==> src/rtl/decoder_rr_arbiter.sv <==
// Round-robin arbiter that sequences a shared active-low 2-to-4 decoder for four requesters.
// Define ARB_HOLD_TIMEOUT_EN to enable forced release after MAX_HOLD consecutive grant cycles.
module decoder_rr_arbiter #(
  parameter int MAX_HOLD   = 8,
  parameter int TURNAROUND = 1
) (
  input  logic       clk,
  input  logic       rst_n,
  input  logic [3:0] req,
  output logic [1:0] sel,
  output logic       en,
  output logic [3:0] grant_n,
  output logic       busy,
  output logic       timeout
);

  typedef enum logic [1:0] {
    IDLE    = 2'd0,
    GRANT   = 2'd1,
    RELEASE = 2'd2
  } state_e;

  if (MAX_HOLD < 2 || MAX_HOLD > 255) begin : g_bad_max_hold
    $error("decoder_rr_arbiter: MAX_HOLD must be in 2..255");
  end
  if (TURNAROUND != 0 && TURNAROUND != 1) begin : g_bad_turnaround
    $error("decoder_rr_arbiter: TURNAROUND must be 0 or 1");
  end

  state_e     state_q, state_d;
  logic [1:0] sel_q, sel_d;
  logic       en_q, en_d;
  logic [3:0] grant_n_q, grant_n_d;
  logic       busy_q, busy_d;
  logic [1:0] last_q, last_d;

  logic [1:0] winner;
  logic       found;
  logic       forced;
  logic       takeGrant;
  logic       goRelease;
  logic       goIdle;

`ifdef ARB_HOLD_TIMEOUT_EN
  localparam int CNT_W = $clog2(MAX_HOLD);
  localparam logic [CNT_W-1:0] CNT_MAX = CNT_W'(MAX_HOLD - 1);

  logic [CNT_W-1:0] cnt_q, cnt_d;
  logic             timeout_q, timeout_d;

  // Eviction fires only while the owner is still requesting; a plain drop takes priority.
  assign forced  = (state_q == GRANT) && req[sel_q] && (cnt_q == CNT_MAX);
  assign timeout = timeout_q;
`else
  assign forced  = 1'b0;
  assign timeout = 1'b0;
`endif

  // Cyclic scan starting one past the last winner, so the previous owner ranks lowest.
  always_comb begin
    winner = last_q;
    found  = 1'b0;
    for (int i = 1; i <= 4; i++) begin
      if (!found && req[2'(last_q + 2'(i))]) begin
        winner = 2'(last_q + 2'(i));
        found  = 1'b1;
      end
    end
  end

  always_comb begin
    takeGrant = 1'b0;
    goRelease = 1'b0;
    goIdle    = 1'b0;
    case (state_q)
      IDLE: takeGrant = found;
      GRANT: begin
        if (!req[sel_q] || forced) begin
          if (TURNAROUND != 0) begin
            goRelease = 1'b1;
          end else if (found) begin
            takeGrant = 1'b1;
          end else begin
            goIdle = 1'b1;
          end
        end
      end
      RELEASE: begin
        if (found) begin
          takeGrant = 1'b1;
        end else begin
          goIdle = 1'b1;
        end
      end
      default: goIdle = 1'b1;
    endcase
  end

  always_comb begin
    state_d   = state_q;
    sel_d     = sel_q;
    en_d      = en_q;
    grant_n_d = grant_n_q;
    busy_d    = busy_q;
    last_d    = last_q;
`ifdef ARB_HOLD_TIMEOUT_EN
    timeout_d = forced;
    cnt_d     = cnt_q;
    if (state_q == GRANT && cnt_q != CNT_MAX) begin
      cnt_d = cnt_q + CNT_W'(1);
    end
    if (takeGrant) begin
      cnt_d = '0;
    end
`endif
    if (takeGrant) begin
      state_d   = GRANT;
      sel_d     = winner;
      en_d      = 1'b1;
      grant_n_d = ~(4'b0001 << winner);
      busy_d    = 1'b1;
      last_d    = winner;
    end else if (goRelease) begin
      state_d   = RELEASE;
      en_d      = 1'b0;
      grant_n_d = 4'b1111;
      busy_d    = 1'b1;
    end else if (goIdle) begin
      state_d   = IDLE;
      en_d      = 1'b0;
      grant_n_d = 4'b1111;
      busy_d    = 1'b0;
    end
  end

  // Reset wins outright, so a grant cut short by reset never shows a release cycle.
  always_ff @(posedge clk) begin
    if (!rst_n) begin
      state_q   <= IDLE;
      sel_q     <= 2'b00;
      en_q      <= 1'b0;
      grant_n_q <= 4'b1111;
      busy_q    <= 1'b0;
      last_q    <= 2'd3;
`ifdef ARB_HOLD_TIMEOUT_EN
      cnt_q     <= '0;
      timeout_q <= 1'b0;
`endif
    end else begin
      state_q   <= state_d;
      sel_q     <= sel_d;
      en_q      <= en_d;
      grant_n_q <= grant_n_d;
      busy_q    <= busy_d;
      last_q    <= last_d;
`ifdef ARB_HOLD_TIMEOUT_EN
      cnt_q     <= cnt_d;
      timeout_q <= timeout_d;
`endif
    end
  end

  assign sel     = sel_q;
  assign en      = en_q;
  assign grant_n = grant_n_q;
  assign busy    = busy_q;

endmodule
==> config.mk <==
export PLATFORM = sky130hd
export DESIGN_NAME = decoder_rr_arbiter
export DESIGN_NICKNAME = d
export VERILOG_FILES = /design/src/rtl/decoder_rr_arbiter.sv
export SDC_FILE = /design/constraint.sdc
export NUM_CORES = 1
export LEC_CHECK = 0
export ABC_AREA = 0
export BUFFER_PORTS_ARGS = -buffer_cell sky130_fd_sc_hd__clkbuf_2
export CAP_MARGIN = 20
export CORE_AREA = 2 2 39 41
export DETAILED_ROUTE_END_ITERATION = 10
export DIE_AREA = 0 0 41 43
export PLACE_DENSITY = 0.66
export SLEW_MARGIN = 20
export SYNTH_ARGS = -nofsm -noshare
export SYNTH_HDL_FRONTEND = slang
export SYNTH_SLANG_ARGS = --single-unit
==> constraint.sdc <==
create_clock -name clk -period 1.92 [get_ports clk]
set_clock_uncertainty 0.1 [all_clocks]
set_input_delay 0.096 -clock clk [delete_from_list [all_inputs] [get_ports clk]]
set_output_delay 0.096 -clock clk [all_outputs]
set_load 0.05 [all_outputs]
======== Word level (Yosys, flattened, before mapping) ========
Cells that the tools add are included.
cells by class
  $add $sub $neg .......................... 3
  magnitude comparators ................... 5
  equal/unequal tests ..................... 2
  shift-type cells ........................ 1
  multiplexer cells ....................... 35
  bitwise gates (word level) .............. 2
  reductions and logical operators ........ 11
operators by type and width
  kind                   number
  $mux W1                19
  $lt A2 B3 Y1 const B   5
  $mux W2                6
  $mux W4                3
  $bmux W1 S2            5
  $add A2 B2 Y2 const B  2
  $not A4 Y4             1
  $pmux W1 S2            2
  $reduce_or A2 Y1       2
  $shl A1 B2 Y4 const A  1
  $logic_and A1 B1 Y1    3
  $logic_not A1 Y1       3
  $reduce_bool A3 Y1     1
  $add A2 B1 Y2 const B  1
  $eq A2 B1 Y1 const B   1
  $eq A2 B2 Y1 const B   1
  $logic_not A2 Y1       1
  $reduce_bool A2 Y1     1
  $not A1 Y1             1
storage, ports and cells
  flip-flop bits (word level) ............. 12
  bits of input ports ..................... 6
  output and inout bits ................... 9
  word-level logic and storage cells ...... 66

======== Logic depth before layout (Yosys ltp) ========
  word-level depth ........................ 18
  mapped depth ............................ 4
  gate-level depth less buffers ........... 4

======== Worst setup path before layout ========
No wires, ideal clock.
  kind .................................... register to register
  from .................................... reg sel_q[0], in the netlist sel[0]
  to ...................................... reg grant_n_q[0], in the netlist grant_n[0]
  library setup time ...................... 123 ps
  arrival ................................. 1,736 ps
  required time ........................... 1,697 ps
  slack ................................... -39 ps
  cell stages (with the launch flop) ...... 5
  path through ............................ dfxtp_1 > mux2i_1 > a311o_1 > a311o_1 > o32a_2
on the way
  cells in the longest elaborated chain, start to end .. 6
RTL lines
  element                          RTL line  text
  start, declared                  31        logic [1:0] sel_q, sel_d;
  start signal, assigned           151       sel_q <= sel_d;
  $bmux W1 S2 *                    78        if (!req[sel_q] || forced) begin
  $mux W1 (not written as such) *  78
  $mux W1 *                        78
  $mux W1 *                        75        case (state_q)
  $mux W4                          123       end else if (goRelease) begin
  $mux W4                          116       if (takeGrant) begin
  end signal, assigned             153       grant_n_q <= grant_n_d;
  end, declared                    33        logic [3:0] grant_n_q, grant_n_d;
Every way passes the cells marked *; elsewhere a longest branch is shown, timed or not. The select of a mux whose other input is x is not followed.
A chain may end at the register's enable or synchronous reset.

======== Final worst setup path ========
  from .................................... reg last_q[0]
  to ...................................... reg grant_n_q[2], in the netlist grant_n[2]
on the way
  cells in the longest elaborated chain, start to end .. 16
RTL lines
  element                                                         RTL line  text
  start, declared                                                 35        logic [1:0] last_q, last_d;
  start signal, assigned                                          155       last_q <= last_d;
  $add A2 B1 Y2                                                   64, 65
  $bmux W1 S2                                                     64        if (!found && req[2'(last_q + 2'(i))]) begin
  $mux W1 (not written as such)                                   64
  $mux W1                                                         64
  $logic_not A1 Y1                                                64
  $logic_and A1 B1 Y1                                             64
  $mux W1                                                         64
  $logic_not A1 Y1                                                64
  $logic_and A1 B1 Y1                                             64
  $mux W1                                                         64
  $logic_not A1 Y1                                                64
  $logic_and A1 B1 Y1                                             64
  $mux W1 / $mux W2 (equally long branches)                       64
  $mux W1 / $shl A1 B2 Y4 (equally long branches)                 89, 120
  $pmux W1 S2 / $not A4 Y4 (equally long branches)                75, 120
  $reduce_bool A3 Y1 (no line) / $mux W4 (equally long branches)  n/a
Parallel ways exist; a longest one is shown, timed or not. The select of a mux whose other input is x is not followed.

==> key figures <==
Yosys
  • Cells after Synth: 58
  • Flops & latches, synth: 11
  • Yosys synthesis warning count: 0
  • Avg Cell Area, Syn: approximately 9 sq um
  • Largest family of logic cells by synthesized area: compound AO/OA/AOI/OAI gates
  • Post-synthesis cell type count: 23
  • Post-synthesis compound-gate area fraction: 34.3%
  • Post-synth top area cell: dfxtp_1
  • Post-Synth XOR/XNOR Area: 0%
  • Synth Net Count: 64
  • Post-Synth Adder-Cell Area: 0%
  • Synth top area share: 41.6%
  • Sequential-to-total area share from yosys stat: 41.6%
  • Mux share of post-synthesis cell area: 5.67%
  • Synth Area in Simple Gates: 12.8%
  • Synth top area cells: dfxtp_1 42%, o32a_2 8.5%, mux2i_1 5.7%, o21ai_0 4.7%, a311o_1 3.8%
  • Post-synthesis cell area: 529 sq um

Final layout
  • Layout cells sized above 1: between 30% and 40%
  • Fill cells: between 100 and 150
  • Commonest non-fill, non-tap cell in the layout: clkbuf_2
  • Nets: between 80 and 90
  • Ant diodes: 0
  • Commonest non-fill, non-tap cells in the layout: 13 x clkbuf_2, 10 x dfxtp_1, 5 x inv_1, 5 x o21ai_0
  • Syn-to-layout area delta: 22.7%
  • Core Util, Final: a little under half

Setup path
  • Crit path DAT: roughly 1.7 ns
  • Reg2reg end: grant_n[2]
  • Crit Path Class: flop to flop
  • R2R setup slack: approximately 0.29 ns
  • Reg2Reg Depth: 4
  • Critical Path Sink: grant_n[2]
  • Worst r2r src: last_q[0]
  • Critical path origin: last_q[0]
  • Crit. End Element: flop
  • Worst path required time: 1.97 ns
  • Crit start category: flop
  • Critical path fanouts, max: 5

Power
  • Internal: slightly above 400 uW
  • Clock network fraction of design power: about a quarter
  • Pwr dens: between 900 and 1000 nW/um^2
  • IR drop worst, VDD: roughly 0.57 mV
  • Switching Power: 239 uW
  • Switching share of total power: around 37%
  • Logic pwr share: about a third
  • Total power: around 640 uW
  • Part of the power in registers: between 40% and 50%
  • P_leak: ~0.28 nW

CTS
  • Clk buf depth: 2
  • Clock net sink count: 11
  • H-tree depth: 1
  • Hold_buf cts: 0
  • CTS tree: yes
  • Clock transition at path regs: about 0.080 ns
  • Clock root buffer: clkbuf_4
  • Cts repair resizes: 0
  • Cts bufs inserted: 3
  • Clk Latency, worst-skew pair: about 0.27 ns
  • Setup bufs post-CTS: 0

Global routing
  • Vias in the first global route: approximately 440
  • First-pass GRT wire length: ~1800 um
  • GRT Residual Overflow: 0
  • Largest net degree at the start of global routing: 8
  • All-Layer GR Usage: around 16%
  • Initial antenna violation count: 0

Outcome
  • Outcome: completed

STA
  • Setup_tns: 0 ns
  • Final hold slack: about 0.016 ns
  • Slew Limit Fails: 0
  • Final hold vios: 0
  • Finish-stage setup viols: 0
  • Tmin final: 1.63 ns
  • FMAX: around 610 MHz
  • Unrepaired setup endpoints after global routing: false
  • Final worst slack: 0.287 ns
  • Final worst-path cycle share: 85.0%

Hold path
  • Hold Crit Class: input port to flop

Drt
  • First-pass detailed-route iteration total: 4
  • DRC Markers: 0
  • Routed wire length: around 1100 um
  • ANT nets after route: 0
  • Routed vias: 489
  • DR vias/cell: 5.32
  • Initial DRC count: 8
  • WL/cell: ~12 um

Flow run
  • Max-Cap Viols: 0

Floorplan
  • Initial Utilization: roughly two fifths
  • Core Region: about 1400 sq um
  • Chip width: 41 um
  • Die ar.: roughly 1800 sq um
  • Die height: between 40 and 50 um
  • Row cnt: 14
  • IO Pins: 15

Placed design
  • Hpwl dp: 863 um
  • Final GP Congestion: 0.796
  • IO Port Bufs: 13
  • Setup slack at placement: around 0.31 ns
-- stage by stage --
| stage | cells | cell area [sq um] |
|---|---|---|
| 2_1_floorplan | 58 | 531 |
| 3_3_place_gp | 88 | 623 |
| 3_5_place_dp | 88 | 623 |
| 4_1_cts | 92 | 649 |
| 5_1_grt | 92 | 649 |
| 6_report | 92 | 649 |
-- logic make-up (layout without fill, tap and decap cells) --
| logic type | Yosys count | after routing |
|---|---|---|
| compound gates | 24 | 24 |
| buf+inv | 6 | 24 |
| flops | 11 | 11 |
| mux | 3 | 3 |
| other cells | 1 | 1 |
| simple gates | 13 | 13 |
-- layout make-up --
cell class                      count  area, sq um  share of cell area (%)
Inverter                            5         18.8                    2.89
Clock buffer                        4         26.3                    4.05
Multi-Input combinational cell     41          283                    43.5
Timing Repair Buffer               15         80.1                    12.3
Sequential cell                    11          221                    34.1
Tap cell                           16         20.0                    3.08
-- cell usage after synthesis --
| master | n |
|---|---|
| a311o_1 | 2 |
| conb_1 | 1 |
| dfxtp_1 | 11 |
| and2_1 | 1 |
| a221o_1 | 1 |
| o21ai_0 | 5 |
| nor3b_1 | 1 |
| o211ai_1 | 2 |
| a21o_1 | 2 |
| a31oi_1 | 2 |
| nand2b_1 | 1 |
| mux2i_1 | 3 |
| a221oi_1 | 1 |
| nor2_1 | 4 |
| o21a_1 | 2 |
| nor4_1 | 1 |
| nand2_1 | 1 |
| o32a_2 | 4 |
| nor2b_1 | 2 |
| a21oi_1 | 3 |
| buf_4 | 1 |
| inv_1 | 5 |
| nor3_1 | 2 |
-- how the worst min path moves through the flow --
stage	start	end	cells after the start
detailed placement	rst_n	last_q[1]	2
global route	rst_n	last_q[1]	2
CTS	rst_n	last_q[1]	2
floorplan	rst_n	last_q[1]	1
global placement	rst_n	last_q[1]	2
finish	rst_n	busy	2
-- worst max-delay path, stage by stage (launching register included) --
cell and delay (ns):
dfxtp_1 0.42, nand2b_1 0.14, o21ai_0 0.13, a221o_1 0.34
o32a_2 0.38
-- sequential cells by signal, indices dropped and copies added, names as in the netlist --
register	flops
grant_n	4
last_q	2
sel	2
state_q	2
busy	1
-- power by group through the flow --
stage | clock network (mW) | registers [mW] | logic, mW
after floorplan | 0 | 0.345 | 0.0912
after global placement | 0 | 0.284 | 0.207
after detailed placement | 0 | 0.285 | 0.207
after CTS | 0.163 | 0.280 | 0.207
after global routing | 0.174 | 0.284 | 0.223
final | 0.157 | 0.280 | 0.207
-- metal layers --
metal  vias up  wire length (um)  GRT usage (%)
li1        254                 -              -
met1       225               539           18.6
met2        10               541           23.4
met3         0                57           7.85
met4         0                 0           6.00
met5         -                 0              0
No activity file was read; power rests on OpenSTA's default activity.
